**src/rtl/table_fsm_pkg.sv**
```systemverilog
// table_fsm_pkg -- shared definitions for the table-driven FSM.
//   Table entry layout : {next_state, out}; out at bit ENT_OUT_LSB,
//                        next_state at bit ent_ns_lsb(OUT_W).
//   Table index layout : {state, symbol}.
//   step_e classifies what a cycle does to the state register.
package table_fsm_pkg;

  typedef enum logic [1:0] {
    ST_HOLD    = 2'd0,
    ST_STEP    = 2'd1,
    ST_ILLEGAL = 2'd2,
    ST_RESTART = 2'd3
  } step_e;

  localparam int unsigned ENT_OUT_LSB = 0;

  function automatic int unsigned ent_ns_lsb(input int unsigned out_w);
    return out_w;
  endfunction

  function automatic int unsigned ent_width(input int unsigned state_w, input int unsigned out_w);
    return state_w + out_w;
  endfunction

  function automatic int unsigned idx_width(input int unsigned state_w, input int unsigned in_w);
    return state_w + in_w;
  endfunction

  function automatic int unsigned pack_idx(input int unsigned state, input int unsigned sym,
                                           input int unsigned in_w);
    return (state << in_w) | sym;
  endfunction

  function automatic int unsigned idx_state(input int unsigned idx, input int unsigned in_w);
    return idx >> in_w;
  endfunction

  function automatic int unsigned pack_ent(input int unsigned ns, input int unsigned out,
                                           input int unsigned out_w);
    return (ns << ent_ns_lsb(out_w)) | (out << ENT_OUT_LSB);
  endfunction

  function automatic int unsigned ent_ns(input int unsigned ent, input int unsigned out_w);
    return ent >> ent_ns_lsb(out_w);
  endfunction

  function automatic int unsigned ent_out(input int unsigned ent, input int unsigned out_w);
    return (ent >> ENT_OUT_LSB) & ((32'd1 << out_w) - 32'd1);
  endfunction

endpackage

```
**src/rtl/table_fsm_tbl.sv**
```systemverilog
// table_fsm_tbl -- transition table register file.
//   clk, reset : clock, async active-high reset (entries -> self-loop, out=0)
//   we, wr_addr, wr_data : single write port
//   rd_addr, rd_data     : combinational read port (sees pre-write contents)
module table_fsm_tbl
  import table_fsm_pkg::*;
#(
  parameter int unsigned STATE_W = 2,
  parameter int unsigned IN_W    = 2,
  parameter int unsigned OUT_W   = 1
) (
  input  logic                       clk,
  input  logic                       reset,
  input  logic                       we,
  input  logic [STATE_W+IN_W-1:0]    wr_addr,
  input  logic [STATE_W+OUT_W-1:0]   wr_data,
  input  logic [STATE_W+IN_W-1:0]    rd_addr,
  output logic [STATE_W+OUT_W-1:0]   rd_data
);

  localparam int unsigned DW    = ent_width(STATE_W, OUT_W);
  localparam int unsigned DEPTH = 32'd1 << idx_width(STATE_W, IN_W);

  logic [DW-1:0] mem [DEPTH];

  always_ff @(posedge clk or posedge reset) begin
    if (reset) begin
      for (int unsigned i = 0; i < DEPTH; i++) begin
        mem[i] <= DW'(pack_ent(idx_state(i, IN_W), 0, OUT_W));
      end
    end else if (we) begin
      mem[wr_addr] <= wr_data;
    end
  end

  assign rd_data = mem[rd_addr];

endmodule

```
**src/rtl/table_fsm.sv**
```systemverilog
// table_fsm -- table-driven Mealy FSM with registered output.
//   clk, reset        : clock, async active-high reset
//   restart           : sync return to RESET_STATE (beats in_valid)
//   in_valid, input_signal     : input symbol
//   out_valid, output_signal   : registered output, valid one cycle after input
//   current_state, err_illegal : present state, sticky illegal-next-state flag
//   cfg_we, cfg_addr, cfg_data : table write port, addr {state,symbol}, data {next,out}
//   dwell_cnt         : cycles in current state (FSM_TBL_DWELL_EN), else tied 0
module table_fsm
  import table_fsm_pkg::*;
#(
  parameter int unsigned STATE_W     = 2,
  parameter int unsigned NUM_STATES  = 4,
  parameter int unsigned IN_W        = 2,
  parameter int unsigned OUT_W       = 1,
  parameter int unsigned RESET_STATE = 0
) (
  input  logic                       clk,
  input  logic                       reset,
  input  logic                       restart,
  input  logic                       in_valid,
  input  logic [IN_W-1:0]            input_signal,
  output logic                       out_valid,
  output logic [OUT_W-1:0]           output_signal,
  output logic [STATE_W-1:0]         current_state,
  output logic                       err_illegal,
  input  logic                       cfg_we,
  input  logic [STATE_W+IN_W-1:0]    cfg_addr,
  input  logic [STATE_W+OUT_W-1:0]   cfg_data,
  output logic [15:0]                dwell_cnt
);

  localparam int unsigned AW = idx_width(STATE_W, IN_W);
  localparam int unsigned DW = ent_width(STATE_W, OUT_W);
  localparam logic [STATE_W-1:0] RST_S = STATE_W'(RESET_STATE);

  logic [AW-1:0]      rd_addr;
  logic [DW-1:0]      rd_ent;
  logic [STATE_W-1:0] lk_ns;
  logic [OUT_W-1:0]   lk_out;
  logic [STATE_W-1:0] state_q, state_d;
  logic [OUT_W-1:0]   out_q, out_d;
  logic               ov_q, ov_d;
  logic               err_q, err_d;
  step_e              step;

  table_fsm_tbl #(
    .STATE_W (STATE_W),
    .IN_W    (IN_W),
    .OUT_W   (OUT_W)
  ) u_tbl (
    .clk     (clk),
    .reset   (reset),
    .we      (cfg_we),
    .wr_addr (cfg_addr),
    .wr_data (cfg_data),
    .rd_addr (rd_addr),
    .rd_data (rd_ent)
  );

  assign rd_addr = AW'(pack_idx(32'(state_q), 32'(input_signal), IN_W));
  assign lk_ns   = STATE_W'(ent_ns(32'(rd_ent), OUT_W));
  assign lk_out  = OUT_W'(ent_out(32'(rd_ent), OUT_W));

  always_comb begin
    step = ST_HOLD;
    if (restart) begin
      step = ST_RESTART;
    end else if (in_valid) begin
      step = (32'(lk_ns) >= NUM_STATES) ? ST_ILLEGAL : ST_STEP;
    end
  end

  always_comb begin
    state_d = state_q;
    out_d   = out_q;
    ov_d    = 1'b0;
    err_d   = err_q;
    case (step)
      ST_RESTART: begin
        state_d = RST_S;
        err_d   = 1'b0;
      end
      ST_STEP: begin
        state_d = lk_ns;
        out_d   = lk_out;
        ov_d    = 1'b1;
      end
      ST_ILLEGAL: begin
        state_d = RST_S;
        out_d   = lk_out;
        ov_d    = 1'b1;
        err_d   = 1'b1;
      end
      default: ;
    endcase
  end

  always_ff @(posedge clk or posedge reset) begin
    if (reset) begin
      state_q <= RST_S;
      out_q   <= '0;
      ov_q    <= 1'b0;
      err_q   <= 1'b0;
    end else begin
      state_q <= state_d;
      out_q   <= out_d;
      ov_q    <= ov_d;
      err_q   <= err_d;
    end
  end

  assign current_state = state_q;
  assign output_signal = out_q;
  assign out_valid     = ov_q;
  assign err_illegal   = err_q;

`ifdef FSM_TBL_DWELL_EN
  logic [15:0] dwell_q;

  // Restart clears even when already in RESET_STATE (no state change).
  always_ff @(posedge clk or posedge reset) begin
    if (reset) begin
      dwell_q <= '0;
    end else if (step == ST_RESTART || state_d != state_q) begin
      dwell_q <= '0;
    end else if (dwell_q != '1) begin
      dwell_q <= dwell_q + 16'd1;
    end
  end

  assign dwell_cnt = dwell_q;
`else
  assign dwell_cnt = '0;
`endif

endmodule

```
**config.mk**
```make
export PLATFORM = sky130hd
export DESIGN_NAME = table_fsm
export DESIGN_NICKNAME = d
export VERILOG_FILES = /design/src/rtl/table_fsm_pkg.sv /design/src/rtl/table_fsm_tbl.sv /design/src/rtl/table_fsm.sv
export SDC_FILE = /design/constraint.sdc
export NUM_CORES = 1
export LEC_CHECK = 0
export ABC_AREA = 1
export CORE_UTILIZATION = 59
export CTS_CLUSTER_DIAMETER = 60
export DETAILED_ROUTE_END_ITERATION = 10
export GPL_TIMING_DRIVEN = 0
export PLACE_DENSITY = 0.86
export SLEW_MARGIN = 20
export SYNTH_ARGS = -nofsm -noshare
export SYNTH_HDL_FRONTEND = slang
export SYNTH_SLANG_ARGS = --single-unit
```
**constraint.sdc**
```tcl
create_clock -name clk -period 3.6 [get_ports clk]
set_clock_uncertainty 0.15 [all_clocks]
set_input_delay 0.36 -clock clk [delete_from_list [all_inputs] [get_ports clk]]
set_output_delay 0.36 -clock clk [all_outputs]
set_load 0.01 [all_outputs]
```
==> metrics.md, run 1 <==
| Metric | Value |
|---|---|
| Total grt overflow | `0` |
| Die Width | `just over 70 um` |
| Leakage power | `~0.0016 uW` |
| Io pins | `35` |
| Worst setup EP type | `primary output` |
| Status | `complete, but fails checks` |
| Final setup violation count | `0` |
| Reg-to-reg endpoint | `current_state[0]` |
| Combinational Power Share | `22.3%` |
| Antenna viol nets, final | `0` |
| Root Buffer | `clkbuf_8` |
| CTS tree | `built` |
| DP Wirelength | `4.38 mm` |
| Buffers on Ports | `16` |
| Die ar. | `~5000 sq um` |
| Largest net degree at the start of global routing | `37` |
| Layout Utilization | `between 70% and 80%` |
| Max Freq | `0.522 GHz` |
| R2R depth | `7` |
| Worst-path clk slew | `roughly 0.090 ns` |
| RR Startpoint | `current_state[0]` |
| Final hold vios | `0` |
| Buf+Inv Stages, Crit Path | `1` |
| Max FO, Critical Path | `6` |
| Clock power share | `about a quarter` |
| CTS Hold Buffers Added | `0` |
| Initial Utilization | `approximately 62%` |
| CP delay by family, top | `buffers and inverters` |
| Post-synthesis cell area | `between 2000 and 3000 sq um` |
| Antenna diodes | `0` |
| Final Max Slew Viols | `0` |
| Post-cts sizing count | `0` |
| Minimum clock period | `roughly 1.9 ns` |
| GP Congestion | `about 0.9` |
| Startpoint Class | `flop` |
| Fillers | `roughly 360` |
| Routed len/inst | `13.5 um` |
| Dpl ws | `1.58 ns` |
| Total Neg Setup Slack | `0 ns` |
| Routed wire length | `around 6 mm` |
| Slowest cell on crit path | `clkdlybuf4s50_1` |
| Rows | `24` |
| Router iterations before antenna repair | `9` |
| Worst path depth | `1` |
| Layout area overhead | `14.6%` |
| Clk_lat worst skew | `roughly 0.31 ns` |
| Critical Path Sink | `current_state[1]` |
| Commonest non-fill, non-tap cell in the layout | `nand2_1` |
| Tot Pwr | `~1500 uW` |
| Avg Cell Area, Syn | `between 7 and 8 sq um` |
| Worst hold path class | `input port to asynchronous set/reset pin` |
| Clock Sinks | `53` |
| Crit path arrival time | `approximately 1.4 ns` |
| WS Path Type | `flop to primary output` |
| Min setup slack post-route | `roughly 1.7 ns` |
| Die height | `just over 70 um` |
| Worst path max stage delay | `between 0.5 and 0.6 ns` |
| DRC Markers | `11` |
| Vias per cell | `between 5 and 6` |
| Mapped Cells | `356` |
| First-pass GRT wire length | `approximately 9.7 mm` |
| RSZ-0062 raised after global routing | `false` |
| Worst R2R Setup Slack | `approximately 2.2 ns` |
| CP startpoint | `current_state[1]` |
| Switch Pwr | `approximately 450 uW` |
| Synth Register Bits | `53` |
| Max-cap violations | `0` |
| Global Route Usage Sum | `26.3%` |
| Max_slew headroom | `61.4%` |
| CP Cell Sequence | `clkdlybuf4s50_1` |
| Share of post-route cells with drive strength above 1 | `between 10% and 20%` |
| Post-synthesis sequential area ratio | `between 40% and 50%` |
| CTS Buffer Depth | `2` |
| Final nets | `just over 400` |
| Vias in the first global route | `a little over 2,000` |
| Part of the cycle the worst path needs | `53.2%` |
| Number of CTS-inserted buffers | `5` |
| Int Power | `about 1100 uW` |
| Initial antenna violation count | `0` |
| 1st-iter DRT viols | `210` |
| Pin slew with the least headroom to its limit | `0.580 ns` |
| Hold_ws | `between 0.15 and 0.2 ns` |
| Core footprint | `4440 sq um` |
| CP required | `approximately 3.1 ns` |
| Failing checks | `DRC` |
| Via Count | `between 2,000 and 2,500` |
| Synth warnings | `0` |
| Post-CTS Setup Inserts | `0` |
| Flop pwr share | `a little over half` |
| H-tree Lvls | `2` |
| Power per cell area | `475 nW/um^2` |
| Yosys cell types | `20` |
| Sw frac | `~30%` |
| Worst vdd rail ir drop | `0.000271 V` |
| Most frequent cells in the layout | `117 x nand2_1, 45 x o21ai_0, 41 x nand3_1` |
cell type report:
| type | instances | area (sq um) | area share [%] |
|---|---|---|---|
| clock buffer | 7 | 96.3 | 3.04 |
| tap | 52 | 65.1 | 2.05 |
| buffer | 27 | 194 | 6.12 |
| clock inverter | 1 | 5.00 | 0.158 |
| inverter | 42 | 160 | 5.05 |
| multi-input combinational | 249 | 1120 | 35.4 |
| timing repair buffer | 17 | 180 | 5.68 |
| sequential | 53 | 1350 | 42.5 |
routing by layer:
metal	vias to the layer above	global-route usage (%)	wire, um
met1	1081	34.9	2690
met3	15	6.06	400
li1	1156	-	-
met5	-	0	0
met2	94	41.7	2810
met4	0	10.4	132
synthesized netlist by cell type:
cell / instances / area, sq um
a21oi_1: 4 / 20.0
conb_1: 1 / 3.75
nor2_1: 13 / 48.8
dfrtp_1: 37 / 926
buf_2: 2 / 10.0
buf_4: 20 / 150
clkbuf_1: 3 / 11.3
inv_1: 37 / 139
nand2_2: 4 / 25.0
nor3_4: 2 / 32.5
o21ai_0: 45 / 225
nand2_1: 117 / 439
buf_6: 2 / 22.5
nand3_1: 41 / 205
nor2_2: 2 / 12.5
inv_4: 1 / 6.26
nor2_4: 4 / 45.0
inv_2: 4 / 15.0
dfstp_2: 16 / 420
nand3_2: 1 / 10.0
worst min-delay path by stage:
stage | slack [ns] | start | end | cells past startpoint
2_1_floorplan | 0.28 | restart | err_illegal | 1
3_3_place_gp | 0.32 | u_tbl.mem[22] | u_tbl.mem[22] | 2
4_1_cts | 0.21 | reset | current_state[0] | 2
6_report | 0.19 | reset | u_tbl.mem[16] | 2
5_1_grt | 0.21 | reset | u_tbl.mem[16] | 2
3_5_place_dp | 0.32 | u_tbl.mem[12] | u_tbl.mem[12] | 2
cells by family after synthesis:
group	after synthesis	synth area share, %
and+or+nand+nor	184	29.6
buffers and inverters	69	12.8
other	1	0.135
DFF	53	48.6
AOI/OAI and AO/OA	49	8.86
through the flow:
| stage | std cells | instance area [sq um] |
|---|---|---|
| after global routing | 448 | 3170 |
| after CTS | 448 | 3170 |
| after global placement | 439 | 3050 |
| after detailed placement | 440 | 3070 |
| final | 448 | 3170 |
| after floorplan | 371 | 2820 |
power by group through the flow:
stage / clock network [uW] / registers, uW / logic (uW)
CTS: 372 / 804 / 334
global placement: 0 / 808 / 319
global route: 396 / 817 / 385
detailed placement: 0 / 814 / 333
finish: 367 / 804 / 336
floorplan: 0 / 800 / 243
flip-flops by register name, summed over array words and instances, names as in the netlist:
| register | flops |
|---|---|
| err_illegal | 1 |
| u_tbl.mem | 48 |
| output_signal | 1 |
| current_state | 2 |
| out_valid | 1 |
(Power assumes the default switching activity.)
==> inputs of run 2 (changes only) <==
Settings changed: CORE_UTILIZATION 59 to 50, PLACE_DENSITY 0.86 to 0.78.
Clock period 3.6 ns to 1.55 ns, I/O delays scaled along.
==> metrics.md, run 2 (synthesis gave the netlist of run 1 again) <==
| Metric | Value |
|---|---|
| Largest net degree at the start of global routing | `54` |
| Dpl ws | `-0.288 ns` |
| Fillers | `between 400 and 500` |
| Final setup violation count | `0` |
| RSZ-0062 raised after global routing | `false` |
| Core footprint | `~5200 sq um` |
| DP Wirelength | `between 4 and 5 mm` |
| R2R depth | `8` |
| Final hold vios | `0` |
| Tot Pwr | `about 3400 uW` |
| Number of CTS-inserted buffers | `5` |
| CP delay by family, top | `buffers and inverters` |
| Clock Sinks | `53` |
| Worst setup EP type | `primary output` |
| Max_slew headroom | `65.4%` |
| Die Width | `between 70 and 80 um` |
| Area of the multi-input gates | `about 1100 sq um` |
| Worst path max stage delay | `~0.53 ns` |
| Crit path arrival time | `about 1.2 ns` |
| Routed len/inst | `approximately 13 um` |
| Router iterations before antenna repair | `5` |
| Post-DP Area | `around 3100 sq um` |
| Register area | `about 1300 sq um` |
| Biggest register | `u_tbl.mem` |
| Worst-path clk slew | `approximately 0.090 ns` |
| Routed wire length | `6.08 mm` |
| Clk_lat worst skew | `slightly above 0.3 ns` |
| H-tree Lvls | `2` |
| DRC Markers | `0` |
| Initial Utilization | `between 50% and 60%` |
| Root Buffer | `clkbuf_8` |
| Max Freq | `around 0.67 GHz` |
| Buffers on Ports | `16` |
| RR Startpoint | `current_state[0]` |
| Antenna diodes | `0` |
| Vias in the first global route | `approximately 2,200` |
| Rows | `26` |
| Die ar. | `5840 sq um` |
| Pin slew with the least headroom to its limit | `just over 0.5 ns` |
| Io pins | `35` |
| Critical Path Sink | `output_signal` |
| CP required | `about 1.2 ns` |
| Via Count | `around 2,300` |
| CTS Buffer Depth | `2` |
| CP startpoint | `output_signal` |
| CTS tree | `built` |
| Part of the cycle the worst path needs | `between 90% and 100%` |
| GP Congestion | `just under 0.9` |
| Leakage power | `between 0.0015 and 0.002 uW` |
| Minimum clock period | `between 1.5 and 2 ns` |
| Initial antenna violation count | `0` |
| Worst R2R Setup Slack | `0.10 ns` |
| Final non-filler cell total | `467` |
| Worst hold path class | `input port to asynchronous set/reset pin` |
| Max FO, Critical Path | `2` |
| Antenna viol nets, final | `0` |
| Startpoint Class | `flop` |
| Buf+Inv Stages, Crit Path | `1` |
| CP Cell Sequence | `clkdlybuf4s50_1` |
| Worst path depth | `1` |
| Min setup slack post-route | `between 0.04 and 0.05 ns` |
| Final nets | `about 400` |
| Final Max Slew Viols | `0` |
| Most frequent cells in the layout | `117 x nand2_1, 45 x o21ai_0, 41 x nand3_1` |
| Commonest non-fill, non-tap cell in the layout | `nand2_1` |
| Total grt overflow | `0` |
| Global Route Usage Sum | `approximately 22%` |
| Largest register FFs | `48` |
| Slowest cell on crit path | `clkdlybuf4s50_1` |
| Layout area overhead | `15.6%` |
| Die height | `around 76 um` |
| Vias per cell | `just under 5` |
| Post-route cell area | `3200 sq um` |
| CTS Hold Buffers Added | `0` |
| Worst vdd rail ir drop | `about 0.00060 V` |
| Max-cap violations | `0` |
| Status | `finished, final reports clean` |
| Share of post-route cells with drive strength above 1 | `17.1%` |
| WS Path Type | `flop to primary output` |
| First-pass GRT wire length | `10.2 mm` |
| Placed insts | `457` |
| Reg-to-reg endpoint | `output_signal` |
| 1st-iter DRT viols | `154` |
| Power per cell area | `between 1000 and 1500 nW/um^2` |
run 2: power breakdown:
part	internal, uW	leakage [uW]	switching (uW)
Clock	322	0.0000395	432
Combinational	330	0.000912	473
Sequential	1730	0.000633	134
run 2: repair_timing:
| item | CTS | global route |
|---|---|---|
| endpoints found under the setup margin | 1 | 4 |
| resized for setup | 1 | 5 |
| buffers inserted | 1 | 0 |
run 2: how the worst min path moves through the flow:
stage                        from                to  slack [ns]  depth (start not counted)
floorplan                   reset  current_state[0]        0.06                          1
global placement    u_tbl.mem[13]     u_tbl.mem[13]        0.32                          2
detailed placement  u_tbl.mem[13]     u_tbl.mem[13]        0.32                          2
CTS                        cfg_we      u_tbl.mem[7]        0.13                          5
global route                reset     u_tbl.mem[19]        0.06                          2
finish                      reset     u_tbl.mem[16]        0.04                          2
run 2: area by class of cell:
type | instances | share of cell area [%]
tap | 70 | 2.74
inverter | 42 | 5.24
multi-input combinational | 249 | 35.1
buffer | 27 | 6.22
clock buffer | 8 | 2.50
sequential | 53 | 42.1
timing repair buffer | 18 | 6.03
run 2: routing by layer:
metal / track usage (%) / part of all wire [%] / vias up
met5: 0 / 0 / -
met3: 4.91 / 7.6 / 11
met1: 30.3 / 45 / 1041
li1: - / - / 1157
met2: 35.4 / 45 / 98
met4: 8.65 / 1.8 / 0
run 2: through the flow:
stage / utilization, % / TNS [ns] / hold WS (ns)
finish: 61.4 / 0 / 0.0413
global route: 61.4 / 0 / 0.0595
CTS: 60.8 / 0 / 0.133
detailed placement: 59.1 / -8.04 / 0.323
global placement: 59.1 / -5.55 / 0.315
floorplan: - / 0 / 0.0605
==> inputs of run 3 (changes only) <==
Settings changed: SYNTH_HIERARCHICAL from default to 1.
==> metrics.md, run 3 <==
| Metric | Value |
|---|---|
| Max FO, Critical Path | `1` |
| Post-synthesis cell area | `about 2800 sq um` |
| Synth warnings | `6` |
| Total grt overflow | `0` |
| Routed wire length | `5.97 mm` |
| Commonest non-fill, non-tap cell in the layout | `nand2_1` |
| Post-route cell area | `approximately 3200 sq um` |
| Worst path max stage delay | `0.54 ns` |
| Number of synthesized flops with an enable pin | `0` |
| Total Neg Setup Slack | `0 ns` |
| WHS Endpoint | `u_tbl/mem[34]` |
| Yosys cell types | `14` |
| Via Count | `2,313` |
| Fillers | `488` |
| Initial Utilization | `a little over half` |
| GP Congestion | `0.889` |
| Max-cap violations | `0` |
| Status | `finished, final reports clean` |
| Worst hold path class | `input port to flop` |
| Leakage power | `between 0.0015 and 0.002 uW` |
| Synth top cells by count | `124 x nand2_1, 60 x inv_1, 48 x o21ai_0, 44 x nand3_1, 37 x dfrtp_1` |
| Part of the cycle the worst path needs | `a little over nine tenths` |
| Share of post-route cells with drive strength above 1 | `about 15%` |
| Post-DP Area | `between 3000 and 4000 sq um` |
| Tot Pwr | `around 3400 uW` |
| Vias per cell | `4.79` |
| Synth Register Bits | `53` |
| RSZ-0062 raised after global routing | `false` |
| Minimum clock period | `between 1 and 1.5 ns` |
| Die Width | `between 70 and 80 um` |
| Clk_lat worst skew | `0.30 ns` |
| Switch Pwr | `approximately 1000 uW` |
| Crit path arrival time | `~1.2 ns` |
| Root Buffer | `clkbuf_8` |
| Sw frac | `a little under a third` |
| First-pass GRT wire length | `10.3 mm` |
| Router iterations before antenna repair | `4` |
| Main synth FF type | `dfrtp_1` |
| Core footprint | `5240 sq um` |
| Biggest register | `u_tbl/mem` |
| CP delay by family, top | `buffers and inverters` |
| Cell taking the most area after synthesis | `dfrtp_1` |
| Worst-path clk slew | `0.09 ns` |
| Worst vdd rail ir drop | `0.000871 V` |
| Most frequent cell after synthesis | `nand2_1` |
| CTS Buffer Depth | `2` |
| Slowest cell on crit path | `clkdlybuf4s50_1` |
| Hold_ws | `roughly 0.21 ns` |
| Antenna diodes | `0` |
| Mapped Cells | `370` |
| Layout Utilization | `61.8%` |
| Flop pwr share | `a little over half` |
| CP required | `1.24 ns` |
| H-tree Lvls | `2` |
| HP Start | `cfg_we` |
| RR Startpoint | `current_state[0]` |
| Die ar. | `approximately 5900 sq um` |
| Buf+Inv Stages, Crit Path | `1` |
| Power per cell area | `around 1100 nW/um^2` |
| WS Path Type | `flop to primary output` |
| Layout area overhead | `15.9%` |
| Final setup violation count | `0` |
| Vias in the first global route | `2,227` |
| Number of CTS-inserted buffers | `5` |
| Int Power | `approximately 2400 uW` |
| Avg Cell Area, Syn | `roughly 7.5 sq um` |
| Post-synthesis sequential area ratio | `around half` |
| Reg-to-reg endpoint | `output_signal` |
| Largest register FFs | `48` |
| Global Route Usage Sum | `between 20 and 25%` |
| 1st-iter DRT viols | `~170` |
| CP Cell Sequence | `clkdlybuf4s50_1` |
| Startpoint Class | `flop` |
| Antenna viol nets, final | `0` |
| Top cell type's share of synthesized area | `between 30% and 40%` |
| Rows | `26` |
| Worst R2R Setup Slack | `0.20 ns` |
| Clock Sinks | `53` |
| Largest net degree at the start of global routing | `33` |
| DP Wirelength | `between 4 and 5 mm` |
| Synth top area cells | `dfrtp_1 33%, nand2_1 17%, dfstp_2 15%` |
| Final nets | `~430` |
| CTS tree | `built` |
| Combinational Power Share | `between 20% and 30%` |
| Initial antenna violation count | `0` |
| DRC Markers | `0` |
| Routed len/inst | `between 10 and 15 um` |
| Worst hold path depth | `3` |
| Most frequent cells in the layout | `124 x nand2_1, 58 x inv_1, 48 x o21ai_0` |
| Io pins | `35` |
| Max Freq | `approximately 0.67 GHz` |
| Worst setup EP type | `primary output` |
| Final Max Slew Viols | `0` |
| Final hold vios | `0` |
| Buffers on Ports | `17` |
| Clock power share | `about 22%` |
| Ys async rst share | `100%` |
| Die height | `approximately 77 um` |
| R2R depth | `6` |
-- run 3: cell count changes after synthesis, moves of 4 or more --
cell / change
a21oi_1: -4
nand2_2: -4
nand2_1: +7
inv_1: +23
nor2_1: -6
-- run 3: what timing repair did --
action | 4_1_cts | 5_1_grt
endpoints found under the setup margin | 5 | 22
endpoints found under the hold margin | 5 | 0
hold buffers | 1 | 0
gates resized for setup | 3 | 7
buffers inserted | 1 | 0
-- run 3: area by class of cell --
type	instances	area [sq um]	share of cell area, %
Clock inverter	2	10.0	0.309
Timing Repair Buffer	20	211	6.54
Clock buffer	6	72.6	2.24
Tap cell	70	87.6	2.71
Sequential cell	53	1350	41.6
Buffer	23	160	4.95
Inverter	62	234	7.23
Multi-Input combinational cell	247	1110	34.4
-- run 3: routing by layer --
layer | global-route usage, % | part of all wire, % | routed length (um)
met5 | 0 | 0 | 0
met3 | 4.52 | 4.2 | 250
met1 | 29.8 | 48 | 2840
met2 | 36.7 | 47 | 2820
met4 | 6.73 | 1.0 | 61
-- run 3: worst register-to-register path, stage by stage (launching register included) --
cell,delay (ns)
dfrtp_2,0.48
inv_1,0.20
nand3_1,0.14
nand3_1,0.08
nand2_1,0.05
nand3_1,0.08
nand2_1,0.06
-- run 3: metrics by stage --
step | cells | setup slack [ns]
2_1_floorplan | 385 | 0.127
3_3_place_gp | 472 | -0.818
3_5_place_dp | 473 | -0.423
4_1_cts | 483 | 0.0110
5_1_grt | 483 | 0.00302
6_report | 483 | 0.0643
-- run 3: power by group through the flow --
| stage | Clock, uW | Sequential (uW) | Combinational (uW) |
|---|---|---|---|
| 2_1_floorplan | 0 | 1860 | 567 |
| 3_3_place_gp | 0 | 1880 | 762 |
| 3_5_place_dp | 0 | 1890 | 797 |
| 4_1_cts | 771 | 1860 | 809 |
| 5_1_grt | 831 | 1900 | 939 |
| 6_report | 744 | 1860 | 808 |
-- run 3: kinds of logic (layout without fill, tap and decap cells) --
group | after synthesis | after routing | synth area share (%)
simple gates | 183 | 183 | 29.1
buf+inv | 85 | 113 | 14.0
flops | 53 | 53 | 48.2
other cells | 1 | 16 | 0.134
compound gates | 48 | 48 | 8.60
-- run 3: how the worst max path moves through the flow --
stage	startpoint	cells after the start	slack, ns	endpoint
floorplan	reset	1	0.13	u_tbl/mem[0]
global placement	reset	2	-0.82	u_tbl/mem[45]
detailed placement	input_signal[1]	9	-0.42	output_signal
CTS	input_signal[1]	8	0.01	current_state[0]
global route	input_signal[1]	9	0.003	output_signal
finish	out_valid	1	0.06	out_valid
